## src/rtl/mux_pkg.sv

```systemverilog
// Shared types and constants for the N:1 scanning multiplexer.
// Latency: none (declarations only).
// Backpressure: none (declarations only).
package mux_pkg;

    // Width of the dwell input and of the per-channel hold counter.
    localparam int DWELL_W = 8;

    // The operating mode doubles as the FSM state encoding.
    typedef enum logic {
        DIRECT = 1'b0,
        SCAN   = 1'b1
    } mode_e;

endpackage

```

## src/rtl/mux_scan_ctr.sv

```systemverilog
// Channel sequencer for SCAN mode: hold counter, channel pointer, wrap pulse.
// Latency: pointer is presented combinationally; wrap is registered to line up with the top's output registers.
// Backpressure: none; only advances on i_step, holding all state otherwise.
module mux_scan_ctr
    import mux_pkg::*;
#(
    parameter  int N  = 8,
    localparam int SW = $clog2(N)
) (
    input  logic               clk,
    input  logic               rst,
    input  logic               i_step,
    input  logic               i_restart,
    input  logic [DWELL_W-1:0] i_dwell,
    output logic [SW-1:0]      o_ptr,
    output logic               o_wrap
);

    localparam logic [SW-1:0]      LAST    = SW'(N - 1);
    localparam logic [SW-1:0]      PTR_ONE = SW'(1);
    localparam logic [DWELL_W-1:0] CNT_ONE = DWELL_W'(1);

    logic [SW-1:0]      r_ptr;
    logic [DWELL_W-1:0] r_cnt;
    logic               r_pend;
    logic               r_wrap;

    logic [SW-1:0]      w_cur_ptr;
    logic [DWELL_W-1:0] w_cur_cnt;
    logic               w_cur_pend;
    logic               w_advance;

    // Entering SCAN from DIRECT starts from a clean channel 0 regardless of leftover state.
    assign w_cur_ptr  = i_restart ? '0   : r_ptr;
    assign w_cur_cnt  = i_restart ? '0   : r_cnt;
    assign w_cur_pend = i_restart ? 1'b0 : r_pend;
    // dwell is compared live, so a shrinking dwell releases the channel immediately.
    assign w_advance  = (w_cur_cnt >= i_dwell);

    assign o_ptr  = w_cur_ptr;
    assign o_wrap = r_wrap;

    // Step the hold counter and pointer; r_pend marks that pointer 0 was reached by wrapping from N-1,
    // so the wrap pulse fires together with the first output sampled from channel 0.
    always_ff @(posedge clk) begin
        if (rst) begin
            r_ptr  <= '0;
            r_cnt  <= '0;
            r_pend <= 1'b0;
            r_wrap <= 1'b0;
        end else begin
            r_wrap <= 1'b0;
            if (i_step) begin
                r_wrap <= w_cur_pend;
                if (w_advance) begin
                    r_cnt  <= '0;
                    r_ptr  <= (w_cur_ptr == LAST) ? '0 : (w_cur_ptr + PTR_ONE);
                    r_pend <= (w_cur_ptr == LAST);
                end else begin
                    r_cnt  <= w_cur_cnt + CNT_ONE;
                    r_ptr  <= w_cur_ptr;
                    r_pend <= 1'b0;
                end
            end
        end
    end

endmodule

```

## src/rtl/mux_n1_scan.sv

```systemverilog
// N:1 multiplexer with direct select or automatic round-robin scan with per-channel dwell.
// Latency: one cycle from sel/scan pointer to registered y/ch/y_valid.
// Backpressure: none; en=0 freezes data, channel, counter and FSM and drops the strobes.
module mux_n1_scan
    import mux_pkg::*;
#(
    parameter  int N  = 8,
    parameter  int W  = 1,
    localparam int SW = $clog2(N)
) (
    input  logic               clk,
    input  logic               rst,
    input  logic               en,
    input  logic               mode,
    input  logic [SW-1:0]      sel,
    input  logic [N*W-1:0]     a,
    input  logic [DWELL_W-1:0] dwell,
    output logic [W-1:0]       y,
    output logic               y_valid,
    output logic [SW-1:0]      ch,
    output logic               sel_err,
    output logic               wrap
);

    localparam logic [SW:0] N_EXT = (SW + 1)'(N);

    mode_e         r_state;
    logic [W-1:0]  r_y;
    logic          r_y_valid;
    logic [SW-1:0] r_ch;
    logic          r_sel_err;

    logic [W-1:0]  w_chan [N];
    logic [SW-1:0] w_scan_ptr;
    logic          w_step;
    logic          w_restart;
    logic          w_sel_ok;

    // Unpack the channel bus so selection is a plain array lookup.
    for (genvar k = 0; k < N; k++) begin : g_chan
        assign w_chan[k] = a[k*W +: W];
    end

    assign w_step    = en & mode;
    assign w_restart = (r_state == DIRECT);
    assign w_sel_ok  = ({1'b0, sel} < N_EXT);

    mux_scan_ctr #(
        .N (N)
    ) u_scan_ctr (
        .clk       (clk),
        .rst       (rst),
        .i_step    (w_step),
        .i_restart (w_restart),
        .i_dwell   (dwell),
        .o_ptr     (w_scan_ptr),
        .o_wrap    (wrap)
    );

    // Mode FSM plus output registers; the mode sampled at an enabled edge decides both the next state
    // and which path (sel or scan pointer) feeds the outputs at that same edge.
    always_ff @(posedge clk) begin
        if (rst) begin
            r_state   <= DIRECT;
            r_y       <= '0;
            r_y_valid <= 1'b0;
            r_ch      <= '0;
            r_sel_err <= 1'b0;
        end else begin
            r_y_valid <= 1'b0;
            r_sel_err <= 1'b0;
            if (en) begin
                r_state <= mode ? SCAN : DIRECT;
                if (mode) begin
                    r_y       <= w_chan[w_scan_ptr];
                    r_ch      <= w_scan_ptr;
                    r_y_valid <= 1'b1;
                end else if (w_sel_ok) begin
                    r_y       <= w_chan[sel];
                    r_ch      <= sel;
                    r_y_valid <= 1'b1;
                end else begin
                    // Out-of-range select: flag it, blank the data, keep the last good channel.
                    r_y       <= '0;
                    r_sel_err <= 1'b1;
                end
            end
        end
    end

    assign y       = r_y;
    assign y_valid = r_y_valid;
    assign ch      = r_ch;
    assign sel_err = r_sel_err;

endmodule

```

## config.mk

```make
export PLATFORM = sky130hd
export DESIGN_NAME = mux_n1_scan
export DESIGN_NICKNAME = d
export VERILOG_FILES = /design/src/rtl/mux_pkg.sv /design/src/rtl/mux_scan_ctr.sv /design/src/rtl/mux_n1_scan.sv
export SDC_FILE = /design/constraint.sdc
export NUM_CORES = 1
export LEC_CHECK = 0
export ABC_AREA = 1
export CAP_MARGIN = 20
export CORE_MARGIN = 1
export CORE_UTILIZATION = 30
export DETAILED_ROUTE_END_ITERATION = 10
export GPL_ROUTABILITY_DRIVEN = 0
export SLEW_MARGIN = 40
export SYNTH_ARGS = -nofsm -noshare
export SYNTH_HDL_FRONTEND = slang
export SYNTH_HIERARCHICAL = 1
export SYNTH_SLANG_ARGS = --single-unit
```

## constraint.sdc

```tcl
create_clock -name clk -period 1.71 [get_ports clk]
set_input_delay 0.2565 -clock clk [delete_from_list [all_inputs] [get_ports clk]]
set_output_delay 0.2565 -clock clk [all_outputs]
set_load 0.01 [all_outputs]
```

* Word-level counts from Yosys, hierarchy flattened
Cells that the tools add are included.
** Storage, ports and cells
- Word-level logic and storage cells :: 36
- Flip-flop bits (word level) :: 19
** Cells by class
- Mux-type cells :: 16
- Reduce and logical (&&, ||, !) cells :: 1
- $add $sub $neg :: 2
- Equal/unequal tests :: 1
- Bitwise logic cells :: 5
- Order comparisons :: 3
** Operators with widths (number)
- 2-to-1 mux 8 bit :: 2
- 2-to-1 mux 3 bit :: 4
- adder 8 x 1 -> 8 bit, second input constant :: 1
- greater-or-equal comparator 4 bit, second input constant :: 2
- greater-or-equal comparator 8 bit :: 1
- 2-to-1 mux 1 bit :: 8
- inverter 3 -> 4 bit :: 2
- binary-select mux 1 bit (select 3 bit) :: 2
- adder 3 x 1 -> 3 bit, second input constant :: 1
- == test 3 bit, second input constant :: 1
- OR reduction 3 bit :: 1
- inverter 1 bit :: 2
- AND 1 bit :: 1

* Depth between registers and ports, before layout
- Depth after elaboration :: 6
- Gate-level depth with buffers :: 16
- Gate-level depth less buffers :: 15

* By module
Netlist, hierarchy kept.
** Modules (own cells, without submodules)
- mux_scan_ctr :: sequential area each 260.2 µm², area each 1047.3 µm², times used 1, cells an instance 161
- mux_n1_scan :: sequential area each 120.1 µm², area each 424.2 µm², times used 1, cells an instance 78

* Worst setup path after synthesis
OpenSTA, ideal clock, no wires.
- Path type :: reg-to-reg
- From :: register r_state
- To :: register u_scan_ctr.r_cnt[5]
- Buffers on the path :: 1
- Stages on the path, launching flop included :: 11
- Arrival :: 1696 ps
- Path slack :: -53 ps
- Cells stage by stage :: dfxtp_1 > inv_1 > buf_6 > nor2_1 > ha_1 > a21o_1 > nor2_4 > nand3_2 > nor2_4 > nand2_1 > a21oi_2
** On the way
- Cells in the longest elaborated chain, start to end :: 3
** Ends and longest elaborated chain
- from (decl) :: line mux_n1_scan.sv:27 : mode_e r_state;
- from (signal assigned) :: line mux_n1_scan.sv:73 : r_state <= mode ? SCAN : DIRECT;
- 2-to-1 mux 8 bit (*) :: line mux_scan_ctr.sv:35 : assign w_cur_cnt = i_restart ? '0 : r_cnt;
- adder 8 x 1 -> 8 bit / greater-or-equal comparator 8 bit (equally long branches) :: line mux_scan_ctr.sv:60, mux_scan_ctr.sv:38
- 2-to-1 mux 8 bit (*) :: line mux_scan_ctr.sv:55 : if (w_advance) begin
- to (signal assigned) :: line mux_scan_ctr.sv:60 : r_cnt <= w_cur_cnt + CNT_ONE;
- to (decl) :: line mux_scan_ctr.sv:24 : logic [DWELL_W-1:0] r_cnt;
Mark *: on every way between the ends. The rest lies on a longest branch, timed or not.
A chain may end at the register's enable or synchronous reset.

* Worst setup path after layout
- From :: register r_state
- To :: register u_scan_ctr.r_cnt[1]
Same word-level chain as after synthesis.

==> impl_metrics.json <==
{
  "area_growth_pct": 61.56,
  "critPathKind": "reg -> reg",
  "worst_r2r_startpoint": "r_state$_SDFFE_PP0P_",
  "cts_buffers": 3,
  "crit_fanout": 6,
  "finClkSkew_ps": 3.776,
  "tritoncts": "built",
  "clkTransAtPathRegs_ps": 80,
  "startpoint_type": "register",
  "violations": "negative setup slack",
  "ioPinCount": 30,
  "htree_num_levels": 1,
  "required_ps": 1900,
  "grt_setup_unrepaired": "yes",
  "hold_buffers": 0,
  "grt_pass1_vias": 1549,
  "post-route-min-period_ps": 1783,
  "netlist_instances": 239,
  "syn-num-nets": 273,
  "outcome": "finished with violations",
  "diodes": 0,
  "power.leakage_nw": 1.128,
  "nFillCells": 471,
  "grt_usage_pct": 15.34,
  "powerDensity_nw_per_um2": 420.9,
  "row_count": 25,
  "cts_num_sinks": 19,
  "cts_buffer_depth": 2,
  "wl_per_cell_um": 10.12,
  "path_cells": "inv_4 > buf_8 > nor2_4 > ha_4 > nand2_2 > inv_2 > nand2_2 > nand2_2 > nand2_4 > nand3_4 > nor2_4 > nand2_1 > a21oi_1",
  "routed_wl_um": 3743,
  "numPortBuffers": 28,
  "antenna_left": 0,
  "setup_slack_ps": -73.17,
  "die_h_um": 72.04,
  "crit_slowest_cell": "dfxtp_2",
  "syn_area_um2": 1471,
  "r2r-end": "u_scan_ctr/r_cnt[1]$_SDFFE_PP0P_",
  "cp_top_family": "simple AND/OR/NAND/NOR gates",
  "drive_above_1_share_pct": 31.35,
  "fmax_mhz": 560.8,
  "core_um2": 4723,
  "die_w_um": 72.04,
  "vias": 1651,
  "min_path_type": "reg -> reg",
  "vias_per_cell": 4.462,
  "cp_num_buf_inv": 3,
  "arrival_ps": 1970,
  "grt_max_degree": 12,
  "drt-pass1-iter-count": 4,
  "post-route-util_pct": 50.33,
  "cap_violations": 0,
  "slew_violations": 0,
  "overflow": 0,
  "reg2regPathDepth": 13,
  "critical_path.startpoint": "r_state$_SDFFE_PP0P_",
  "clockRootBuffer": "clkbuf_8",
  "synth_cell_type_count": 30,
  "die_area_um2": 5189,
  "ys_ff_latch": 19,
  "slowest_delay_ps": 350,
  "place_hpwl_um": 2691,
  "avgSynthCellArea_um2": 6.157,
  "initial_utilization_pct": 31.15,
  "final_common_cell": "nand2_1",
  "cpMostUsedCell": "nand2_2",
  "finalHoldViolations": 0,
  "ys_warn_count": 6,
  "clock_latency_ps": 250,
  "drt_first_iter_violations": 48,
  "setup_violations": 12,
  "crit_end": "u_scan_ctr/r_cnt[1]$_SDFFE_PP0P_",
  "r2r_setup_slack_ps": -70,
  "setup-tns-final_ps": -697.7,
  "endpoint_kind": "register",
  "drc": 0,
  "seq_area_frac_synth_pct": 25.85,
  "grt_antenna_before_repair": 0,
  "cp_num_cells": 13,
  "finalCritPeriodShare_pct": 104.3,
  "irDropWorstVdd_uv": 234.8,
  "post-place-ws_ps": -273.4,
  "final_cell_mix": "nand2_1 (56), inv_1 (40), buf_4 (30)",
  "grt_pass1_wl_um": 6410,
  "fin_nets": 338
}
sequential cells by signal, summed over array words and instances, names as in the netlist:
register	cells
ch	3
r_state	1
u_scan_ctr/o_wrap	1
u_scan_ctr/r_cnt	8
u_scan_ctr/r_pend	1
u_scan_ctr/r_ptr	3
y	1
y_valid	1
cells in the mapped netlist:
master    count  area share (%)
nand2_1      65              17
inv_1        45              11
nor2_1       31             7.9
dfxtp_1      19              26
a21oi_1      15             5.1
nand3_1      13             4.4
ha_1         11             9.4
o21ai_0       5             1.7
inv_2         4             1.0
nor2_2        4             1.7
nand3_2       3             2.0
nand4_1       3             1.3
xor2_1        3             1.8
nor2_4        2             1.5
a21o_1        1            0.51
a21oi_2       1            0.60
buf_2         1            0.34
buf_4         1            0.51
buf_6         1            0.77
clkbuf_1      1            0.25
clkinv_4      1            0.60
conb_1        1            0.25
nand2_2       1            0.43
nand2_4       1            0.77
nand3b_1      1            0.51
nand4_2       1            0.85
nor3_1        1            0.34
nor3_2        1            0.68
o211ai_1      1            0.51
o21ai_1       1            0.34
power by group:
part / switching, mW / internal (mW) / total (mW)
combinational: 0.112 / 0.118 / 0.229
clock: 0.151 / 0.162 / 0.313
sequential: 0.00558 / 0.453 / 0.459
how the worst min path moves through the flow:
stage,from,depth (start not counted),endpoint,slack (ps)
after detailed placement,u_scan_ctr/r_pend$_SDFFE_PP0P_,2,u_scan_ctr/o_wrap$_SDFF_PP0_,440
after floorplan,rst,1,r_state$_SDFFE_PP0P_,330
after global placement,u_scan_ctr/r_pend$_SDFFE_PP0P_,2,u_scan_ctr/o_wrap$_SDFF_PP0_,440
final,u_scan_ctr/r_pend$_SDFFE_PP0P_,2,u_scan_ctr/o_wrap$_SDFF_PP0_,460
after global routing,u_scan_ctr/r_pend$_SDFFE_PP0P_,2,u_scan_ctr/o_wrap$_SDFF_PP0_,480
after CTS,u_scan_ctr/r_pend$_SDFFE_PP0P_,2,u_scan_ctr/o_wrap$_SDFF_PP0_,450
metrics by stage:
step,instances,total power [mW],area (um^2),hold WS [ps]
5_1_grt,370,1.062,2377,476.2
6_report,370,1.001,2377,456.0
2_1_floorplan,239,0.5562,1481,325.6
3_3_place_gp,357,0.6592,2021,442.9
4_1_cts,367,0.9989,2255,451.6
3_5_place_dp,357,0.6593,2021,439.9
repair_timing:
item / 4_1_cts / 5_1_grt
pin swaps: 16 / 21
gates resized for setup: 31 / 22
setup endpoints to repair: 12 / 13
buffers inserted: 6 / 4
worst reg2reg max path: cells and delay by family, from the launching register on:
| kind | cells | cell delay [ps] |
|---|---|---|
| fa+ha+maj | 1 | 220 |
| compound gates | 1 | 120 |
| simple gates | 8 | 770 |
| flops | 1 | 350 |
| buf+inv | 3 | 250 |
final cells by class:
| type | instances | area [um^2] | area share, % |
|---|---|---|---|
| inverters | 50 | 197.7 | 8.316 |
| clock buffers | 3 | 41.29 | 1.737 |
| repair buffers | 64 | 576.8 | 24.26 |
| clock inverters | 1 | 5.005 | 0.2105 |
| flip-flops and latches | 19 | 381.6 | 16.05 |
| well taps | 67 | 83.83 | 3.526 |
| multi-input cells | 166 | 1091 | 45.89 |
routing by layer:
layer / global-route usage, % / vias up / part of all wire [%]
met5: 0 / - / 0
met4: 6.536 / 0 / 2.3
met3: 1.528 / 8 / 2.8
met2: 27.78 / 35 / 50
met1: 18.46 / 751 / 45
li1: - / 857 / -
logic make-up (layout without fill, tap and decap cells):
| logic type | Yosys count | in the layout | share of synthesized area [%] |
|---|---|---|---|
| XOR/XNOR | 3 | 3 | 1.786 |
| buffers and inverters | 54 | 118 | 14.97 |
| flip-flops | 19 | 19 | 25.85 |
| AND/OR/NAND/NOR | 127 | 127 | 39.03 |
| adder cells (fa/ha/maj) | 11 | 11 | 9.354 |
| other | 1 | 1 | 0.2549 |
| AO/OA/AOI/OAI | 24 | 24 | 8.758 |
Note: power is estimated with default switching activity, not from simulation.
